**src/rtl/mem_dma_copy_if.sv**
```systemverilog
// Memory-controller burst bus (AR/R/AW/W/B) between the DMA master and a memory slave.
interface mem_dma_copy_if #(
  parameter int unsigned ADDR_W = 32,
  parameter int unsigned DATA_W = 32
);
  logic              ar_valid;
  logic              ar_ready;
  logic [ADDR_W-1:0] ar_addr;
  logic [7:0]        ar_len;

  logic              r_valid;
  logic              r_ready;
  logic [DATA_W-1:0] r_data;
  logic              r_last;
  logic [1:0]        r_resp;

  logic              aw_valid;
  logic              aw_ready;
  logic [ADDR_W-1:0] aw_addr;
  logic [7:0]        aw_len;

  logic              w_valid;
  logic              w_ready;
  logic [DATA_W-1:0] w_data;
  logic              w_last;

  logic              b_valid;
  logic              b_ready;
  logic [1:0]        b_resp;

  modport master (
    output ar_valid, ar_addr, ar_len, input ar_ready,
    input  r_valid, r_data, r_last, r_resp, output r_ready,
    output aw_valid, aw_addr, aw_len, input aw_ready,
    output w_valid, w_data, w_last, input w_ready,
    input  b_valid, b_resp, output b_ready
  );

  modport slave (
    input  ar_valid, ar_addr, ar_len, output ar_ready,
    output r_valid, r_data, r_last, r_resp, input r_ready,
    input  aw_valid, aw_addr, aw_len, output aw_ready,
    input  w_valid, w_data, w_last, output w_ready,
    output b_valid, b_resp, input b_ready
  );
endinterface

```
**src/rtl/mem_dma_copy.sv**
```systemverilog
// Single-command memory copy engine: read chunk -> buffer -> write chunk, repeated
// until the word count is exhausted or an error response is seen.
// Optional fill mode (write cmd_pattern, no reads) is enabled by defining MEM_DMA_FILL_EN.
module mem_dma_copy #(
  parameter int unsigned DATA_W    = 32,
  parameter int unsigned ADDR_W    = 32,
  parameter int unsigned MAX_BURST = 16,
  parameter int unsigned CNT_W     = 16
) (
  input  logic              clk,
  input  logic              rst_n,
  input  logic              cmd_valid,
  output logic              cmd_ready,
  input  logic [ADDR_W-1:0] cmd_src,
  input  logic [ADDR_W-1:0] cmd_dst,
  input  logic [CNT_W-1:0]  cmd_words,
  input  logic              cmd_fill,
  input  logic [DATA_W-1:0] cmd_pattern,
  output logic              busy,
  output logic              done_valid,
  output logic              done_err,
  output logic [CNT_W-1:0]  done_words,
  mem_dma_copy_if.master    bus
);

  localparam int unsigned IDX_W = (MAX_BURST > 1) ? $clog2(MAX_BURST) : 1;
  localparam int unsigned BYTES = DATA_W / 8;

`ifdef MEM_DMA_FILL_EN
  localparam bit FILL_EN = 1'b1;
`else
  localparam bit FILL_EN = 1'b0;
`endif

  typedef enum logic [2:0] {
    S_IDLE, S_AR, S_RD, S_AW, S_WR, S_BR, S_DONE
  } state_e;

  state_e              state_q, state_d;
  logic [ADDR_W-1:0]   src_q, src_d;
  logic [ADDR_W-1:0]   dst_q, dst_d;
  logic [CNT_W-1:0]    remain_q, remain_d;
  logic [CNT_W-1:0]    wcount_q, wcount_d;
  logic                err_q, err_d;
  logic                fill_q, fill_d;
  logic [DATA_W-1:0]   pattern_q, pattern_d;
  logic [IDX_W-1:0]    rd_idx_q, rd_idx_d;
  logic [IDX_W-1:0]    wr_idx_q, wr_idx_d;
  logic [DATA_W-1:0]   chunk_q [MAX_BURST];
  logic [DATA_W-1:0]   chunk_d [MAX_BURST];

  logic                cmd_ready_q, cmd_ready_d;
  logic                busy_q, busy_d;
  logic                done_valid_q, done_valid_d;
  logic                done_err_q, done_err_d;
  logic [CNT_W-1:0]    done_words_q, done_words_d;
  logic                ar_valid_q, ar_valid_d;
  logic [ADDR_W-1:0]   ar_addr_q, ar_addr_d;
  logic [7:0]          ar_len_q, ar_len_d;
  logic                r_ready_q, r_ready_d;
  logic                aw_valid_q, aw_valid_d;
  logic [ADDR_W-1:0]   aw_addr_q, aw_addr_d;
  logic [7:0]          aw_len_q, aw_len_d;
  logic                w_valid_q, w_valid_d;
  logic [DATA_W-1:0]   w_data_q, w_data_d;
  logic                w_last_q, w_last_d;
  logic                b_ready_q, b_ready_d;

  logic [CNT_W-1:0]    n_cur;
  logic [CNT_W-1:0]    n_next;

  // Beats in the next chunk: min(remaining, MAX_BURST)
  function automatic logic [CNT_W-1:0] chunk_len(input logic [CNT_W-1:0] rem);
    if (rem > CNT_W'(MAX_BURST)) begin
      chunk_len = CNT_W'(MAX_BURST);
    end else begin
      chunk_len = rem;
    end
  endfunction

  // Next-state, datapath and registered-output computation
  always_comb begin
    state_d   = state_q;
    src_d     = src_q;
    dst_d     = dst_q;
    remain_d  = remain_q;
    wcount_d  = wcount_q;
    err_d     = err_q;
    fill_d    = fill_q;
    pattern_d = pattern_q;
    rd_idx_d  = rd_idx_q;
    wr_idx_d  = wr_idx_q;
    chunk_d   = chunk_q;
    n_cur     = chunk_len(remain_q);

    case (state_q)
      S_IDLE: begin
        if (cmd_valid && cmd_ready_q) begin
          src_d     = cmd_src;
          dst_d     = cmd_dst;
          remain_d  = cmd_words;
          wcount_d  = '0;
          err_d     = 1'b0;
          fill_d    = FILL_EN && cmd_fill;
          pattern_d = cmd_pattern;
          rd_idx_d  = '0;
          wr_idx_d  = '0;
          if (cmd_words == '0) begin
            state_d = S_DONE;
          end else if (fill_d) begin
            state_d = S_AW;
          end else begin
            state_d = S_AR;
          end
        end
      end
      S_AR: begin
        if (ar_valid_q && bus.ar_ready) begin
          rd_idx_d = '0;
          state_d  = S_RD;
        end
      end
      S_RD: begin
        if (bus.r_valid && r_ready_q) begin
          chunk_d[rd_idx_q] = bus.r_data;
          if (rd_idx_q != IDX_W'(MAX_BURST - 1)) begin
            rd_idx_d = IDX_W'(rd_idx_q + 1'b1);
          end
          if (bus.r_resp != 2'b00) begin
            err_d = 1'b1;
          end
          // The responder may cut a burst short with an error beat, so r_last ends the phase
          if (bus.r_last) begin
            state_d = err_d ? S_DONE : S_AW;
          end
        end
      end
      S_AW: begin
        if (aw_valid_q && bus.aw_ready) begin
          wr_idx_d = '0;
          state_d  = S_WR;
        end
      end
      S_WR: begin
        // An early write response means the address was rejected; stop sending data
        if (bus.b_valid) begin
          state_d = S_BR;
        end else if (w_valid_q && bus.w_ready) begin
          if (wr_idx_q == IDX_W'(n_cur - CNT_W'(1))) begin
            state_d = S_BR;
          end else begin
            wr_idx_d = IDX_W'(wr_idx_q + 1'b1);
          end
        end
      end
      S_BR: begin
        if (bus.b_valid && b_ready_q) begin
          if (bus.b_resp == 2'b00) begin
            wcount_d = wcount_q + n_cur;
          end else begin
            err_d = 1'b1;
          end
          src_d    = src_q + ADDR_W'(32'(n_cur) * BYTES);
          dst_d    = dst_q + ADDR_W'(32'(n_cur) * BYTES);
          remain_d = remain_q - n_cur;
          rd_idx_d = '0;
          if (err_d || (remain_d == '0)) begin
            state_d = S_DONE;
          end else if (fill_q) begin
            state_d = S_AW;
          end else begin
            state_d = S_AR;
          end
        end
      end
      S_DONE: begin
        state_d = S_IDLE;
      end
      default: begin
        state_d = S_IDLE;
      end
    endcase

    n_next       = chunk_len(remain_d);
    cmd_ready_d  = (state_d == S_IDLE);
    busy_d       = (state_d != S_IDLE);
    done_valid_d = (state_d == S_DONE);
    done_err_d   = done_valid_d ? err_d : done_err_q;
    done_words_d = done_valid_d ? wcount_d : done_words_q;

    ar_valid_d   = (state_d == S_AR);
    ar_addr_d    = ar_valid_d ? src_d : ar_addr_q;
    ar_len_d     = ar_valid_d ? 8'(n_next - CNT_W'(1)) : ar_len_q;
    r_ready_d    = (state_d == S_RD);

    aw_valid_d   = (state_d == S_AW);
    aw_addr_d    = aw_valid_d ? dst_d : aw_addr_q;
    aw_len_d     = aw_valid_d ? 8'(n_next - CNT_W'(1)) : aw_len_q;

    w_valid_d    = (state_d == S_WR);
    w_data_d     = w_valid_d ? (fill_d ? pattern_d : chunk_d[wr_idx_d]) : w_data_q;
    w_last_d     = w_valid_d && (wr_idx_d == IDX_W'(n_next - CNT_W'(1)));
    b_ready_d    = (state_d == S_BR);
  end

  // Control state and registered outputs, synchronous reset
  always_ff @(posedge clk) begin
    if (!rst_n) begin
      state_q      <= S_IDLE;
      src_q        <= '0;
      dst_q        <= '0;
      remain_q     <= '0;
      wcount_q     <= '0;
      err_q        <= 1'b0;
      fill_q       <= 1'b0;
      pattern_q    <= '0;
      rd_idx_q     <= '0;
      wr_idx_q     <= '0;
      cmd_ready_q  <= 1'b0;
      busy_q       <= 1'b0;
      done_valid_q <= 1'b0;
      done_err_q   <= 1'b0;
      done_words_q <= '0;
      ar_valid_q   <= 1'b0;
      ar_addr_q    <= '0;
      ar_len_q     <= '0;
      r_ready_q    <= 1'b0;
      aw_valid_q   <= 1'b0;
      aw_addr_q    <= '0;
      aw_len_q     <= '0;
      w_valid_q    <= 1'b0;
      w_data_q     <= '0;
      w_last_q     <= 1'b0;
      b_ready_q    <= 1'b0;
    end else begin
      state_q      <= state_d;
      src_q        <= src_d;
      dst_q        <= dst_d;
      remain_q     <= remain_d;
      wcount_q     <= wcount_d;
      err_q        <= err_d;
      fill_q       <= fill_d;
      pattern_q    <= pattern_d;
      rd_idx_q     <= rd_idx_d;
      wr_idx_q     <= wr_idx_d;
      cmd_ready_q  <= cmd_ready_d;
      busy_q       <= busy_d;
      done_valid_q <= done_valid_d;
      done_err_q   <= done_err_d;
      done_words_q <= done_words_d;
      ar_valid_q   <= ar_valid_d;
      ar_addr_q    <= ar_addr_d;
      ar_len_q     <= ar_len_d;
      r_ready_q    <= r_ready_d;
      aw_valid_q   <= aw_valid_d;
      aw_addr_q    <= aw_addr_d;
      aw_len_q     <= aw_len_d;
      w_valid_q    <= w_valid_d;
      w_data_q     <= w_data_d;
      w_last_q     <= w_last_d;
      b_ready_q    <= b_ready_d;
    end
  end

  // Chunk buffer storage; contents are don't-care after reset
  always_ff @(posedge clk) begin
    chunk_q <= chunk_d;
  end

  assign cmd_ready    = cmd_ready_q;
  assign busy         = busy_q;
  assign done_valid   = done_valid_q;
  assign done_err     = done_err_q;
  assign done_words   = done_words_q;
  assign bus.ar_valid = ar_valid_q;
  assign bus.ar_addr  = ar_addr_q;
  assign bus.ar_len   = ar_len_q;
  assign bus.r_ready  = r_ready_q;
  assign bus.aw_valid = aw_valid_q;
  assign bus.aw_addr  = aw_addr_q;
  assign bus.aw_len   = aw_len_q;
  assign bus.w_valid  = w_valid_q;
  assign bus.w_data   = w_data_q;
  assign bus.w_last   = w_last_q;
  assign bus.b_ready  = b_ready_q;

endmodule
```
**src/flat_wrapper.sv**
```systemverilog
// flat-port wrapper written by rule: the top's interface ports become plain ports
module mem_dma_copy_flat 
#(
  parameter int unsigned DATA_W    = 32,
  parameter int unsigned ADDR_W    = 32,
  parameter int unsigned MAX_BURST = 16,
  parameter int unsigned CNT_W     = 16
)
  (clk, rst_n, cmd_valid, cmd_ready, cmd_src, cmd_dst, cmd_words, cmd_fill, cmd_pattern, busy, done_valid, done_err, done_words, bus_ar_valid, bus_ar_addr, bus_ar_len, bus_ar_ready, bus_r_valid, bus_r_data, bus_r_last, bus_r_resp, bus_r_ready, bus_aw_valid, bus_aw_addr, bus_aw_len, bus_aw_ready, bus_w_valid, bus_w_data, bus_w_last, bus_w_ready, bus_b_valid, bus_b_resp, bus_b_ready);
  mem_dma_copy_if #(.ADDR_W(ADDR_W), .DATA_W(DATA_W)) bus_i ();
  input  logic clk;
  input  logic rst_n;
  input  logic cmd_valid;
  output logic cmd_ready;
  input  logic [ADDR_W-1:0] cmd_src;
  input  logic [ADDR_W-1:0] cmd_dst;
  input  logic [CNT_W-1:0] cmd_words;
  input  logic cmd_fill;
  input  logic [DATA_W-1:0] cmd_pattern;
  output logic busy;
  output logic done_valid;
  output logic done_err;
  output logic [CNT_W-1:0] done_words;
  output wire logic [$bits(bus_i.ar_valid)-1:0] bus_ar_valid;
  output wire logic [$bits(bus_i.ar_addr)-1:0] bus_ar_addr;
  output wire logic [$bits(bus_i.ar_len)-1:0] bus_ar_len;
  input wire logic [$bits(bus_i.ar_ready)-1:0] bus_ar_ready;
  input wire logic [$bits(bus_i.r_valid)-1:0] bus_r_valid;
  input wire logic [$bits(bus_i.r_data)-1:0] bus_r_data;
  input wire logic [$bits(bus_i.r_last)-1:0] bus_r_last;
  input wire logic [$bits(bus_i.r_resp)-1:0] bus_r_resp;
  output wire logic [$bits(bus_i.r_ready)-1:0] bus_r_ready;
  output wire logic [$bits(bus_i.aw_valid)-1:0] bus_aw_valid;
  output wire logic [$bits(bus_i.aw_addr)-1:0] bus_aw_addr;
  output wire logic [$bits(bus_i.aw_len)-1:0] bus_aw_len;
  input wire logic [$bits(bus_i.aw_ready)-1:0] bus_aw_ready;
  output wire logic [$bits(bus_i.w_valid)-1:0] bus_w_valid;
  output wire logic [$bits(bus_i.w_data)-1:0] bus_w_data;
  output wire logic [$bits(bus_i.w_last)-1:0] bus_w_last;
  input wire logic [$bits(bus_i.w_ready)-1:0] bus_w_ready;
  input wire logic [$bits(bus_i.b_valid)-1:0] bus_b_valid;
  input wire logic [$bits(bus_i.b_resp)-1:0] bus_b_resp;
  output wire logic [$bits(bus_i.b_ready)-1:0] bus_b_ready;
  assign bus_ar_valid = bus_i.ar_valid;
  assign bus_ar_addr = bus_i.ar_addr;
  assign bus_ar_len = bus_i.ar_len;
  assign bus_i.ar_ready = bus_ar_ready;
  assign bus_i.r_valid = bus_r_valid;
  assign bus_i.r_data = bus_r_data;
  assign bus_i.r_last = bus_r_last;
  assign bus_i.r_resp = bus_r_resp;
  assign bus_r_ready = bus_i.r_ready;
  assign bus_aw_valid = bus_i.aw_valid;
  assign bus_aw_addr = bus_i.aw_addr;
  assign bus_aw_len = bus_i.aw_len;
  assign bus_i.aw_ready = bus_aw_ready;
  assign bus_w_valid = bus_i.w_valid;
  assign bus_w_data = bus_i.w_data;
  assign bus_w_last = bus_i.w_last;
  assign bus_i.w_ready = bus_w_ready;
  assign bus_i.b_valid = bus_b_valid;
  assign bus_i.b_resp = bus_b_resp;
  assign bus_b_ready = bus_i.b_ready;
  mem_dma_copy #(.DATA_W(DATA_W), .ADDR_W(ADDR_W), .MAX_BURST(MAX_BURST), .CNT_W(CNT_W)) u_core (.clk(clk), .rst_n(rst_n), .cmd_valid(cmd_valid), .cmd_ready(cmd_ready), .cmd_src(cmd_src), .cmd_dst(cmd_dst), .cmd_words(cmd_words), .cmd_fill(cmd_fill), .cmd_pattern(cmd_pattern), .busy(busy), .done_valid(done_valid), .done_err(done_err), .done_words(done_words), .bus(bus_i));
endmodule
```
**config.mk**
```make
export PLATFORM = sky130hd
export DESIGN_NAME = mem_dma_copy_flat
export DESIGN_NICKNAME = d
export VERILOG_FILES = /design/src/rtl/mem_dma_copy_if.sv /design/src/rtl/mem_dma_copy.sv /design/src/flat_wrapper.sv
export SDC_FILE = /design/constraint.sdc
export NUM_CORES = 2
export LEC_CHECK = 0
export ABC_AREA = 1
export CAP_MARGIN = 20
export CORE_ASPECT_RATIO = 0.8
export CORE_MARGIN = 5
export CORE_UTILIZATION = 60
export CTS_CLUSTER_SIZE = 28
export DETAILED_ROUTE_END_ITERATION = 8
export PLACE_DENSITY = 0.82
export SLEW_MARGIN = 5
export SYNTH_ARGS = -nofsm -noshare
export SYNTH_HDL_FRONTEND = slang
export SYNTH_SLANG_ARGS = --single-unit
```
**constraint.sdc**
```tcl
create_clock -name clk -period 11.12 [get_ports clk]
set_input_delay 2.224 -clock clk [delete_from_list [all_inputs] [get_ports clk]]
set_output_delay 2.224 -clock clk [all_outputs]
set_load 0.02 [all_outputs]
```
Word-level counts from Yosys, hierarchy flattened
Cells that the tools add are included.

$add $sub $neg: 8. Order comparisons: 5. Equal/unequal tests: 19. Multiplexer cells: 64. Bitwise gates (word level): 2. Reduce and logical (&&, ||, !) cells: 18.

Operator list (count): $mux 512 (2); $bwmux 512 (1); $mux 32 (10); $bmux 32 s4 (1); $demux 32 s4 (1); $pmux 32 s2 (2); $mux 16 (6); $add 32x18->32 (2); $pmux 16 s2 (2); $mux 4 (10); $mux 3 (12); $gt 16x5->1 const B (2); $logic_not 16->1 (2); $pmux 3 s6 (1); $add 16x16->16 (1); $pmux 4 s4 (1); $sub 16x16->16 (1); $eq 3x3->1 const B (5); $eq 3x2->1 const B (4); $pmux 4 s3 (1); $mux 1 (11); $ge 5x5->1 const B (2); $ne 2x1->1 const B (5); $not 4->5 (2); other kinds (18) (29).

Bits in registers: 791. Output and inout port bits: 138.

Logic depth before layout (Yosys ltp)
Word-level depth: 13. Mapped depth: 28.

Least setup slack after synthesis
OpenSTA, ideal clock, no wires.

Path kind: input to register. Start: in bus_b_valid. End: reg u_core.w_last_q, in the netlist u_core.bus.w_last. Setup time: 0.112 ns. Arrival time: 4.100 ns. Path slack: 6.908 ns. Cell stages on the path: 20. Path buffers: 1. Cell sequence: nand2_1 clkbuf_1 nor2_2 nor2_2 inv_2 o21ai_0 a21oi_1 nand3_1 nor2_1 nand2_1 nor2_1 nand3_1 nor2_4 nand2_1 nand2_1 nand2_1 nand2_1 inv_1 nand2_1 nor2_1.

Word-level cells in the longest chain between the ends: 8.

RTL lines: start: declaration (line flat_wrapper.sv:41) `input wire logic [$bits(bus_i.b_valid)-1:0] bus_b_valid;`; $logic_and 1x1->1 (line mem_dma_copy.sv:157) `if (bus.b_valid && b_ready_q) begin`; $mux 16 (line mem_dma_copy.sv:157); $pmux 16 s2 (line mem_dma_copy.sv:96) `case (state_q)`; $gt 16x5->1 (line mem_dma_copy.sv:74) `if (rem > CNT_W'(MAX_BURST)) begin`; $mux 8 (line mem_dma_copy.sv:74); $sub 8x1->8; $eq 4x4->1 (line mem_dma_copy.sv:202) `w_last_d = w_valid_d && (wr_idx_d == IDX_W'(n_next - CNT_W'(1)));`; $logic_and 1x1->1 (*) (line mem_dma_copy.sv:202); end signal: assignment (line mem_dma_copy.sv:260) `w_last_q <= w_last_d;`; end: declaration (line mem_dma_copy.sv:66) `logic w_last_q, w_last_d;`.

Every way passes the cells marked *; elsewhere a longest branch is shown, timed or not. A chain may end at the register's enable or synchronous reset.

Worst setup path in the final report
Start: in bus_b_valid. End: reg u_core.w_data_q[7], in the netlist u_core.bus.w_data[7].

Word-level cells in the longest chain between the ends: 7.

RTL lines: $mux 4 (line mem_dma_copy.sv:146) `if (bus.b_valid) begin`; $pmux 4 s3 (line mem_dma_copy.sv:96); $not 4->5 (implied by the code) (line mem_dma_copy.sv:201) `w_data_d = w_valid_d ? (fill_d ? pattern_d : chunk_d[wr_idx_d]) : w_data_q;`; $bmux 32 s4 (line mem_dma_copy.sv:201); $mux 32 (implied by the code) (2 in series) (line mem_dma_copy.sv:201); $mux 32 (line mem_dma_copy.sv:201); end signal: assignment (line mem_dma_copy.sv:259) `w_data_q <= w_data_d;`; end: declaration (line mem_dma_copy.sv:65) `logic [DATA_W-1:0] w_data_q, w_data_d;`.

Parallel ways exist; a longest one is shown, timed or not. The select of a mux whose other input is x is not followed.

==> results.txt <==
Drc violations: 0
# fillers: 5391
Avg Cell Area, Syn: 6.57 µm²
Place WS: 4590 ps
Clock Path Buffers: 3
Hold crit path type: flop to flop
Gr ovfl total: 0
Yosys reg bits: 791
Crit Reg-Reg Endpoint: u_core.bus.w_data[6]$_SDFFE_PN0P_
RSZ-0062 raised after global routing: no
Met3 global-route usage: 5.44%
Vias: 37900
Layout cell share with drive strength beyond 1: 4.22%
WL/cell: 17.1 µm
Hold Buf Count CTS: 0
Syn. warnings: 0
Commonest non-fill, non-tap cell in the layout: nand2_1
Die X: 296 µm
TNS Setup: 0 ps
Mapped Area: 39200 µm²
WP depth: 12
Worst Path Buf+Inv: 4
Final setup fails: 0
Area Growth Syn to Fin: 14.5%
Worst setup path class: primary input to flop
Core area: 64500 µm²
Cell Rows: 83
GR peak layer: met2
Synth unique cells: 57
Detailed Route WL: 120000 µm
DR iter-0 viols: 4335
Dominant cells by area after synthesis: dfxtp_1 40%, nand2_1 13%, inv_1 12%
First-pass DRT Iterations: 6
Gate power share: 9.0%
Root Buffer: clkbuf_16
R2R depth: 24
Pwr/cell area: 138 nW/µm²
CP startpoint: bus_b_valid
RePlAce Congestion: 0.947
Area fraction of the dominant cell type after synthesis: 40.4%
Peak fanout along the critical path: 49
Vias/cell: 5.42
Critical path endpoint: u_core.bus.w_data[7]$_SDFFE_PN0P_
Grt met2 use: 51.9%
Family with the most delay on the worst path: buffers and inverters
Critical Path End Type: flop
Tmin final: 6130 ps
Post-synth EDFFs: 0
CP max stage cell: inv_1
Worst clock skew: 13.7 ps
Internal power: 4640 µW
Pin count of the biggest net entering global routing: 102
Ports: 296
Cts repair resizes: 0
Worst EP required: 11590 ps
Total die area: 70600 µm²
Starting Density: 60.8%
Mapped Cells: 5970
Worst Setup Start Kind: primary input
RR Startpoint: u_core.remain_q[11]$_SDFF_PN0_
Final setup margin: 4990 ps
Dpl hpwl: 70700 µm
Vias in the first global route: 34700
Post-CTS setup buffer count: 0
Final #Nets: 6293
Global-route wire length before repair: 185000 µm
GR Util met1: 43.0%
Synth area leader: dfxtp_1
Post-route antenna net violation count: 0
Ys flop type: dfxtp_1
Max-Slew Margin vs Limit: 27.0%
Register area share after synthesis: 40.4%
Slew @ Worst Pin: 1090 ps
Gr usage total: 32.4%
Max VDD drop: 0.000109 V
Psw: 1540 µW
Worst path cell trace: clkdlybuf4s50_1, nand2_1, inv_1, nor2_1, nor2_1, o2111ai_1, a21oi_1, nand2_2, clkinv_2, nand3_4, inv_1, a21oi_1
Async SR Flop Fraction: 0%
Worst EP arrival: 6590 ps
Max-cap violations: 0
CTS Buf Count: 80
Sw Share: 24.9%
TritonCTS clock tree: done
Clock power share: 43.8%
TritonCTS sink count: 791
I/O Buffers: 294
Clk slew on worst S/H paths: 60 ps
Status: complete, no violations
Crit share post-route: 55.1%
Worst-skew pair later-pin latency: 620 ps
Most frequent cells in the layout: 1322 x nand2_1, 1216 x inv_1, 791 x dfxtp_1
Slowest Stage Delay on Critical Path: 910 ps
Fmax: 0.163 GHz
Htree depth: 3
Internal reg-to-reg setup slack: 5340 ps
Initial antenna violation count: 17
Leak: 0.0216 µW
DIE HEIGHT: 239 µm
Sequential power share: 47.2%
Max Slew Vio Count: 0
Final Hold Fails: 0
==> power groups by stage <==
| stage | registers (µW) | logic, µW | clock network (µW) |
|---|---|---|---|
| finish | 2910 | 555 | 2710 |
| global route | 2920 | 604 | 2830 |
| CTS | 2910 | 542 | 2720 |
| detailed placement | 2970 | 537 | 0 |
| global placement | 2970 | 528 | 0 |
| floorplan | 2990 | 313 | 0 |
==> cells in the mapped netlist, types with 4 or more instances <==
cell,count
o211ai_1,41
inv_1,1220
ha_1,54
nand2_2,8
a22oi_1,19
nand4_1,37
and2_1,5
buf_6,15
nor3_1,21
a21oi_1,252
a221oi_1,7
nor2_2,6
clkbuf_1,232
a21o_1,6
o22ai_1,6
o221ai_1,8
inv_2,8
nand3b_1,4
nand3_1,703
nor4_1,9
nand3_2,7
o21ai_1,29
a21oi_2,7
a22o_1,4
or2_2,10
nor2_1,329
nand2_1,1325
a31oi_1,23
buf_1,11
o21bai_1,5
dfxtp_1,791
xor2_1,11
mux2i_1,21
buf_4,13
o21ai_0,605
buf_2,76
xnor2_1,7
==> cell type report <==
cell class	instances	area, µm²	share of cell area, %
repair buffers	344	3320	7.39
inverters	1230	4620	10.3
flip-flops and latches	791	15800	35.3
multi-input cells	3631	17400	38.8
clock inverters	26	282	0.627
clock buffers	115	2310	5.14
well taps	850	1060	2.37
diodes	17	42.5	0.0948
==> worst min-delay path: stages, from the launching register on <==
cell	delay [ps]
dfxtp_1	310
a21oi_1	70
inv_1	40
==> metal layers <==
metal  wire (µm)  part of all wire [%]
met4        5030                   4.2
met1       49800                    42
met2       53800                    45
met3       10900                   9.1
met5          13                 0.011
==> how the worst min path moves through the flow <==
stage               slack (ps)                           to                        start  depth (start not counted)
global placement           420  u_core.chunk_q[410]$_DFF_P_  u_core.chunk_q[410]$_DFF_P_                          2
finish                     440  u_core.chunk_q[344]$_DFF_P_  u_core.chunk_q[344]$_DFF_P_                          2
detailed placement         430  u_core.chunk_q[343]$_DFF_P_  u_core.chunk_q[343]$_DFF_P_                          2
floorplan                  410  u_core.chunk_q[322]$_DFF_P_  u_core.chunk_q[322]$_DFF_P_                          2
global route               460  u_core.chunk_q[344]$_DFF_P_  u_core.chunk_q[344]$_DFF_P_                          2
CTS                        440  u_core.chunk_q[323]$_DFF_P_  u_core.chunk_q[323]$_DFF_P_                          2
==> registers in the layout (all words and copies together) (netlist names), 32 cells and up <==
| name | cells |
|---|---|
| u_core.chunk_q | 512 |
| u_core.bus.w_data | 32 |
| u_core.src_q | 32 |
| u_core.pattern_q | 32 |
| u_core.bus.ar_addr | 32 |
| u_core.bus.aw_addr | 32 |
| u_core.dst_q | 32 |
==> cell families (layout without fill, tap and decap cells) <==
logic type	after synthesis	in the layout	share of synthesized area [%]
compound gates	1028	1028	14.1
xor+xnor	18	18	0.402
fa+ha+maj	57	57	1.88
buf+inv	1579	1715	15.8
flops	791	791	40.4
mux	21	21	0.536
other cells	2	50	0.0192
simple gates	2474	2474	26.9
==> metrics by stage <==
stage / cell area, µm² / cells / util, % / hold WS (ps) / power, µW
CTS: 44800 / 6987 / 69.5 / 444 / 6170
global route: 44900 / 7003 / 69.6 / 465 / 6350
finish: 44900 / 7004 / 69.6 / 442 / 6170
global placement: 42300 / 6846 / 65.5 / 421 / 3500
detailed placement: 42300 / 6846 / 65.5 / 428 / 3510
floorplan: 39300 / 6001 / - / 414 / 3300
Power figures use the tool's default switching activity.
